## src/rtl/divider_pkg.sv

```systemverilog
// Shared definitions for the execute-stage divider.
//   div_state_e : divider sequencing states (IDLE, PREP, ITER, FIX, FINISH)
//   N_WIDE/N_BYTE : quotient widths for 32/16 and 16/8 division
package divider_pkg;

  typedef logic [2:0] div_state_e;

  localparam div_state_e IDLE   = 3'd0;
  localparam div_state_e PREP   = 3'd1;
  localparam div_state_e ITER   = 3'd2;
  localparam div_state_e FIX    = 3'd3;
  localparam div_state_e FINISH = 3'd4;

  localparam logic [4:0] N_WIDE = 5'd16;
  localparam logic [4:0] N_BYTE = 5'd8;

endpackage

```

## src/rtl/divider.sv

```systemverilog
// Multi-cycle radix-2 restoring divider (DIV/DIVU, 32/16 and 16/8).
// One quotient bit per cycle; signs are stripped before iterating and
// re-applied afterwards, followed by a signed range check.
//   clk, reset  : clock, synchronous active-high reset
//   start       : request, sampled only in IDLE
//   signed_op   : 1 = two's complement (DIV), 0 = unsigned (DIVU)
//   wide        : 1 = 32/16, 0 = 16/8 (dividend[15:0], divisor[7:0])
//   dividend    : DW:AW (wide) or AW (byte)
//   divisor     : 16-bit divisor
//   busy        : operation in progress
//   done        : one-cycle completion pulse
//   div_error   : divide error, qualified by done
//   quotient    : result quotient (byte mode zero-extended)
//   remainder   : result remainder (byte mode zero-extended)
module divider
  import divider_pkg::*;
(
  input  logic        clk,
  input  logic        reset,
  input  logic        start,
  input  logic        signed_op,
  input  logic        wide,
  input  logic [31:0] dividend,
  input  logic [15:0] divisor,
  output logic        busy,
  output logic        done,
  output logic        div_error,
  output logic [15:0] quotient,
  output logic [15:0] remainder
);

  div_state_e  state, state_next;

  logic        sgn_r;
  logic        wide_r;
  logic [31:0] dividend_r;
  logic [15:0] divisor_r;
  logic [15:0] dvs_mag_r;
  logic        q_sign;
  logic        r_sign;
  logic [16:0] prem;
  logic [15:0] qsr;
  logic [4:0]  cnt;

  logic        dvd_neg;
  logic        dvs_neg;
  logic [31:0] dvd_mag;
  logic [15:0] dvs_mag;
  logic [15:0] upper;
  logic [15:0] lower;
  logic        prep_err;
  logic [16:0] shifted;
  logic [17:0] trial;
  logic [15:0] q_mag;
  logic [15:0] q_half;
  logic [15:0] q_fix;
  logic [15:0] r_fix;
  logic        range_err;

  always_comb begin
    state_next = state;
    dvd_neg    = 1'b0;
    dvs_neg    = 1'b0;
    dvd_mag    = '0;
    dvs_mag    = '0;
    upper      = '0;
    lower      = '0;
    q_fix      = '0;
    r_fix      = '0;

    // Magnitudes are formed unsigned so the most negative operand
    // (0x80000000 / 0x8000) still has a representable absolute value.
    if (wide_r) begin
      dvd_neg = sgn_r & dividend_r[31];
      dvs_neg = sgn_r & divisor_r[15];
      dvd_mag = dvd_neg ? -dividend_r : dividend_r;
      dvs_mag = dvs_neg ? -divisor_r : divisor_r;
      upper   = dvd_mag[31:16];
      lower   = dvd_mag[15:0];
    end else begin
      dvd_neg = sgn_r & dividend_r[15];
      dvs_neg = sgn_r & divisor_r[7];
      dvd_mag = {16'b0, (dvd_neg ? -dividend_r[15:0] : dividend_r[15:0])};
      dvs_mag = {8'b0, (dvs_neg ? -divisor_r[7:0] : divisor_r[7:0])};
      upper   = {8'b0, dvd_mag[15:8]};
      lower   = {8'b0, dvd_mag[7:0]};
    end

    // Upper half >= divisor means the quotient needs more than N bits.
    prep_err = (dvs_mag == '0) || (upper >= dvs_mag);

    // Byte mode keeps its quotient in qsr[7:0], so the bit shifted into the
    // partial remainder comes from bit 7 rather than bit 15.
    shifted = {prem[15:0], (wide_r ? qsr[15] : qsr[7])};
    trial   = {1'b0, shifted} - {2'b0, dvs_mag_r};

    q_mag  = wide_r ? qsr : {8'b0, qsr[7:0]};
    q_half = wide_r ? 16'h8000 : 16'h0080;
    if (wide_r) begin
      q_fix = q_sign ? -q_mag : q_mag;
      r_fix = r_sign ? -prem[15:0] : prem[15:0];
    end else begin
      q_fix = {8'b0, (q_sign ? -qsr[7:0] : qsr[7:0])};
      r_fix = {8'b0, (r_sign ? -prem[7:0] : prem[7:0])};
    end
    // Negative results may reach -2^(N-1); positive ones stop at 2^(N-1)-1.
    range_err = sgn_r && (q_sign ? (q_mag > q_half) : (q_mag >= q_half));

    case (state)
      IDLE:    if (start) state_next = PREP;
      PREP:    state_next = prep_err ? FINISH : ITER;
      ITER:    if (cnt == 5'd1) state_next = FIX;
      FIX:     state_next = FINISH;
      FINISH:  state_next = IDLE;
      default: state_next = IDLE;
    endcase
  end

  always_ff @(posedge clk) begin
    if (reset) begin
      state      <= IDLE;
      busy       <= 1'b0;
      done       <= 1'b0;
      div_error  <= 1'b0;
      quotient   <= '0;
      remainder  <= '0;
      sgn_r      <= 1'b0;
      wide_r     <= 1'b0;
      dividend_r <= '0;
      divisor_r  <= '0;
      dvs_mag_r  <= '0;
      q_sign     <= 1'b0;
      r_sign     <= 1'b0;
      prem       <= '0;
      qsr        <= '0;
      cnt        <= '0;
    end else begin
      state     <= state_next;
      done      <= 1'b0;
      div_error <= 1'b0;
      case (state)
        IDLE: begin
          if (start) begin
            sgn_r      <= signed_op;
            wide_r     <= wide;
            dividend_r <= dividend;
            divisor_r  <= divisor;
            busy       <= 1'b1;
          end
        end
        PREP: begin
          q_sign    <= dvd_neg ^ dvs_neg;
          r_sign    <= dvd_neg;
          dvs_mag_r <= dvs_mag;
          prem      <= {1'b0, upper};
          qsr       <= lower;
          cnt       <= wide_r ? N_WIDE : N_BYTE;
          if (prep_err) begin
            busy      <= 1'b0;
            done      <= 1'b1;
            div_error <= 1'b1;
          end
        end
        ITER: begin
          if (!trial[17]) begin
            prem <= trial[16:0];
            qsr  <= {qsr[14:0], 1'b1};
          end else begin
            prem <= shifted;
            qsr  <= {qsr[14:0], 1'b0};
          end
          cnt <= cnt - 5'd1;
        end
        FIX: begin
          busy      <= 1'b0;
          done      <= 1'b1;
          div_error <= range_err;
          if (!range_err) begin
            quotient  <= q_fix;
            remainder <= r_fix;
          end
        end
        default: ;
      endcase
    end
  end

endmodule
```

## config.mk

```make
export PLATFORM = sky130hd
export DESIGN_NAME = divider
export DESIGN_NICKNAME = d
export VERILOG_FILES = /design/src/rtl/divider_pkg.sv /design/src/rtl/divider.sv
export SDC_FILE = /design/constraint.sdc
export NUM_CORES = 1
export LEC_CHECK = 0
export BUFFER_PORTS_ARGS = -buffer_cell sky130_fd_sc_hd__buf_2
export CAP_MARGIN = 30
export CORE_AREA = 2 2 131 133
export CTS_CLUSTER_DIAMETER = 50
export CTS_CLUSTER_SIZE = 8
export DETAILED_ROUTE_END_ITERATION = 16
export DIE_AREA = 0 0 133 135
export PLACE_DENSITY_LB_ADDON = 0.15
export SYNTH_ARGS = -nofsm -noshare
export SYNTH_HDL_FRONTEND = slang
export SYNTH_SLANG_ARGS = --single-unit
```

## constraint.sdc

```tcl
create_clock -name clk -period 4.6 [get_ports clk]
set_input_delay 0.92 -clock clk [delete_from_list [all_inputs] [get_ports clk]]
set_output_delay 0.92 -clock clk [all_outputs]
set_load 0.02 [all_outputs]
```

# Word-level counts from Yosys, hierarchy flattened
# Index checks and enable logic that the tools add are counted.
# word_totals
register_bits	143
inputBits	53
output_inout_bits	35
elab_cells	87
# op_classes
add_sub_neg	10
magnitude_cmp	3
eq_ne	7
muxes	35
n_bitwise	6
reduce_logical	10
# op_table
cell	count
$mux 16	12
$neg 16->16	4
$pmux 16 s2	2
$ge 16x16->1	2
$mux 32	1
$neg 32->32	1
$mux 8	3
$neg 8->8	3
$sub 17x16->18	1
$gt 16x16->1	1
$logic_not 16->1	1
$pmux 3 s4	1
$pmux 5 s2	1
$mux 3	3
$mux 1	8
$eq 3x2->1 const B	2
$ne 2x2->1 const B	3
$reduce_and 2->1	3
$eq 5x1->1 const B	1
$mux 5	1
$sub 5x1->5 const B	1
$and 1x1->1	4
$pmux 1 s2	2
$eq 3x1->1 const B	1
9 further kinds	9

# Logic depth before layout (Yosys ltp)
# logic_depth
ltp_word	7
ltp_mapped	15
depth_no_buf	15

# Least setup slack after synthesis
# Ideal clock, no wire load.
# synth_path
path_kind	reg2reg
startpoint	register dividend_r[10]
endpoint	register state[1]
setup_ps	130
t_arrival_ps	3259
t_required_ps	4470
slack_ps	1211
stages_incl_launch_ff	14
n_path_buf	1
period_less_slack_ps	3389
cell_sequence	dfxtp_1 > clkbuf_1 > nor4_4 > nand3_1 > nor4_1 > mux2_2 > o211a_1 > ha_1 > o21ai_0 > o21ai_0 > or4b_2 > a21oi_1 > or3_4 > o22ai_2
# synth_via
elab_chain_cells	7
elab_cells_between_ends	9
classes_between	add/sub: 2; order compare: 1; mux: 5; reduce/logical: 1
# synth_rtl
item	line_no	text
start: declaration	divider.sv:36	logic [31:0] dividend_r;
start signal: assignment	divider.sv:146	dividend_r <= dividend;
$neg 32->32 / $neg 16->16 (equally long branches)	divider.sv:76, divider.sv:83	
$mux 32 / $mux 16 (equally long branches)	divider.sv:76, divider.sv:83	
$mux 16 *	divider.sv:73	if (wide_r) begin
$ge 16x16->1 *	divider.sv:90	prep_err = (dvs_mag == '0) || (upper >= dvs_mag);
$logic_or 1x1->1 *	divider.sv:90	
$mux 3 *	divider.sv:111	PREP: state_next = prep_err ? FINISH : ITER;
$pmux 3 s4 *	divider.sv:109	case (state)
end signal: assignment	divider.sv:138	state <= state_next;
end: declaration	divider.sv:32	div_state_e state, state_next;
# Mark *: on every way between the ends. The rest lies on a longest branch, timed or not.
# A chain may end at the register's enable or synchronous reset.

# Worst setup path after layout
# layout_path
startpoint	register dividend_r[3]
endpoint	register state[1]
# Same word-level chain as after synthesis.

==> summary by stage <==
Logic synthesis
Counting flops with a built-in enable in the synthesized netlist gives 0. Synthesis produced a netlist with a net count of 1251. The count of cell types in the netlist is 83. For this run, the number of Yosys warnings is 0. The number of synthesized register bits is 143.

Of all flip-flops after synthesis, the portion carrying an async set or reset was 0%. For this run, the leading register cell type out of synthesis is dfxtp_1. The portion of the post-synthesis area used by sequential elements is 31.8%.

The average size of a mapped cell is 7.78 µm². The netlist area before placement is 9010 µm². The number of instances in the synthesized netlist is 1158.

Clock tree
The CTS buffer count is 17. After clock tree synthesis, the clock-pin slew on the worst setup and hold paths is 0.07 ns. The buffer cell driving the clock tree root is clkbuf_16. The longest clock path from root to sink contains 2 buffers. The clock tree from TritonCTS is yes. The clock sink total is 143. The clock insertion delay at the later pin of the skew report is 0.44 ns.

The number of setup buffers added after CTS is 0. The hold-fix buffer count after cts is 0. The post-CTS resize count is 0.

The H-tree depth is 4.

Floorplanning
The die span in x is 133 µm. The number of top-level pins is 88. The standard-cell row count is 47. The die is 135 µm tall. The floorplan step defined a die boundary enclosing 18000 µm². The initial core utilization is 54.9%. The area of the core region is 16400 µm².

Setup path
The launching instance or port of the critical path is dividend_r[3]$_SDFFE_PP0P_. The startpoint identified for the worst register-to-register timing path is dividend_r[3]$_SDFFE_PP0P_. STA classifies the critical path startpoint as a flop.

Data on the critical path arrives at its endpoint at 4.12 ns. In this design, the stage delay of the slowest critical-path cell is 0.59 ns. Data on the critical path is required at its endpoint by 4.89 ns. The register-to-register setup slack is 0.77 ns.

The most critical setup path has its endpoint at state[1]$_SDFFE_PP0P_. The cell at the slowest stage of the critical path is or4b_2. Counting cells, the worst reg-to-reg path comes to 13. The critical register-to-register path endpoint is state[1]$_SDFFE_PP0P_. Walking the worst path, the cells encountered are nor3_1 -> nand2_1 -> nor4_1 -> nor2_1 -> nor3_1 -> ha_1 -> o21ai_0 -> nand2b_1 -> a21oi_1 -> or4b_2 -> a21oi_1 -> or3_4 -> o22ai_2. Of all nets on the critical path, the largest fanout is 6. The worst setup path is captured at a flop. The type of the worst setup path is reg -> reg.

Global routing
The first-pass GRT wire length is 39300 µm. The number of global-route vias before repair was 7649. The number of antenna violations at the first check in global routing is 0. Entering global routing, the biggest net connects 75 pins. The total overflow left after global routing is 0. Global routing used 27.3% of the available tracks across all layers.

Timing
Static timing analysis puts the maximum clock frequency at 261 MHz. The number of hold violations in the final report is 0. At the pin with the least slew margin, the transition time is 0.790 ns. The post-route clock skew is 0.0107 ns. Final hold analysis gives a worst-case slack of 0.444 ns. The worst slew slack as a fraction of its limit is 47.4%. After layout, the worst path uses 83.3% of the clock period.

After routing, the total negative slack on setup checks comes to 0 ns. The post-route minimum period is 3.83 ns. Setup repair after global routing left no endpoint under its margin. Setup violations remaining at the end of the flow were counted as 0. The max-slew violation count is 0.

Route
Dividing the detail-routed via count by the number of cells gives 5.95. The wire length per cell after detailed routing is 17.0 µm. The number of nets with antenna violations after detailed routing is 0. The total number of vias is 8526. For this run, design rule violations remaining after detail routing come to 0.

Wires add up to 24300 µm. The first-pass iteration count of the detailed router is 6. For this block, the initial DRC count from the detailed router was 604.

Final layout
The most frequent standard cell in the layout excluding fill and tap cells is nand2_1. The repair_antennas step left the layout with diodes totalling 0. The relative area change from synthesis to final layout is 11.2%.

The number of nets in the finished design is 1292. Leaving out fill and tap cells, the most frequent cells in the layout are 182 x nand2_1, 143 x dfxtp_1, 129 x a21oi_1, 118 x nor2_1, 86 x buf_2. The share of post-route cells with drive strength above 1 is 14.0%.

Hold path
The worst hold-check path type is reg -> reg.

Pwr
Power spread over the standard cell area amounts to 483 nW/µm². The worst ir drop on vdd is 0.000291 V. The static leakage is 0.00387 µW.

Status
The flow ran to the end, and the final reports show no timing, DRC or antenna violations.

Placement
Routability-driven placement finished with a final weighted congestion of 0.952. The HPWL after detailed placement is 17600 µm. The count of input and output buffers is 87.

Job
The count of maximum capacitance violations is 0.
synthesized netlist by cell type, drive strengths merged, types with 3 or more instances:
master	count	area share [%]
a2111oi	6	0.58
nand2	182	7.6
o31ai	15	1.3
o21a	3	0.25
mux2i	17	1.9
o22ai	5	0.42
o41ai	7	1.1
inv	39	1.6
nor4	12	1.1
and4	3	0.29
and2	7	0.49
nand4b	5	0.56
xor2	43	4.2
xnor2	37	3.6
a311oi	3	0.29
o31a	3	0.29
nor2b	10	0.69
o21ai	38	2.1
or4	13	1.2
a211oi	31	2.6
nand3	24	1.4
nor3	28	1.6
a222oi	9	1.0
o2111ai	3	0.36
or2	4	0.28
buf	16	1.6
a31oi	8	0.56
nor2	118	4.9
nand4	8	0.56
ha	39	5.4
a31o	3	0.29
or3	9	0.68
o211ai	5	0.42
and3	3	0.21
dfxtp	143	32
nand2b	16	1.1
o221ai	15	1.5
mux2	8	1.0
clkbuf	60	2.7
a21oi	131	7.4
per-stage QoR:
stage | utilization, % | instance area (µm²) | cells | power (µW) | setup WS (ns)
after floorplan | - | 9010 | 1158 | 3000 | 1.21
after global placement | 57.4 | 9420 | 1399 | 3410 | 0.880
after detailed placement | 57.5 | 9430 | 1400 | 3430 | 0.812
after CTS | 61.1 | 10000 | 1432 | 4830 | 0.808
after global routing | 61.1 | 10000 | 1432 | 5130 | 0.426
final | 61.1 | 10000 | 1432 | 4840 | 0.766
where the power goes:
group	internal [µW]	switching [µW]	leakage, µW
Sequential	1370	226	0.00117
Combinational	768	1080	0.00242
Clock	774	620	0.000292
cell type report:
type                       count  area [µm²]
fill                        1498        6380
multi-input combinational    899        5610
sequential                   143        2860
timing repair buffer          99         532
clock buffer                  17         425
tap                          220         275
clock inverter                15         168
inverter                      39         146
worst min path at each step:
stage | startpoint | to | slack [ns] | cells past startpoint
2_1_floorplan | dvs_mag_r[9]$_SDFFE_PP0P_ | dvs_mag_r[9]$_SDFFE_PP0P_ | 0.43 | 2
3_3_place_gp | quotient[8]$_SDFFE_PP0P_ | quotient[8]$_SDFFE_PP0P_ | 0.44 | 2
3_5_place_dp | quotient[14]$_SDFFE_PP0P_ | quotient[14]$_SDFFE_PP0P_ | 0.44 | 2
4_1_cts | quotient[14]$_SDFFE_PP0P_ | quotient[14]$_SDFFE_PP0P_ | 0.45 | 2
5_1_grt | quotient[8]$_SDFFE_PP0P_ | quotient[8]$_SDFFE_PP0P_ | 0.47 | 2
6_report | quotient[8]$_SDFFE_PP0P_ | quotient[8]$_SDFFE_PP0P_ | 0.44 | 2
flip-flops by register name, summed over array words and instances (netlist names):
register	cells
dividend_r	32
divisor_r	16
dvs_mag_r	16
prem	16
qsr	16
quotient	16
remainder	16
cnt	5
state	3
busy	1
div_error	1
done	1
q_sign	1
r_sign	1
sgn_r	1
wide_r	1
logic make-up after synthesis:
group	synth area share, %
muxes	2.89
DFF	31.8
buffers and inverters	6.04
AOI/OAI and AO/OA	22.4
and+or+nand+nor	23.5
xor gates and xnor gates	7.78
adders and majority gates	5.64
metal layers:
layer | routed length (µm) | up-vias | GRT usage (%)
li1 | - | 4230 | -
met1 | 11400 | 3978 | 38.1
met2 | 10800 | 281 | 42.8
met3 | 1650 | 37 | 5.18
met4 | 477 | 0 | 8.36
met5 | 0 | - | 0
critical path, delay by kind of cell (launching register included):
kind | cells | cell delay (ns)
fa+ha+maj | 1 | 0.26
flops | 1 | 0.36
simple gates | 8 | 2.66
compound gates | 4 | 0.41
(Power assumes the default switching activity.)
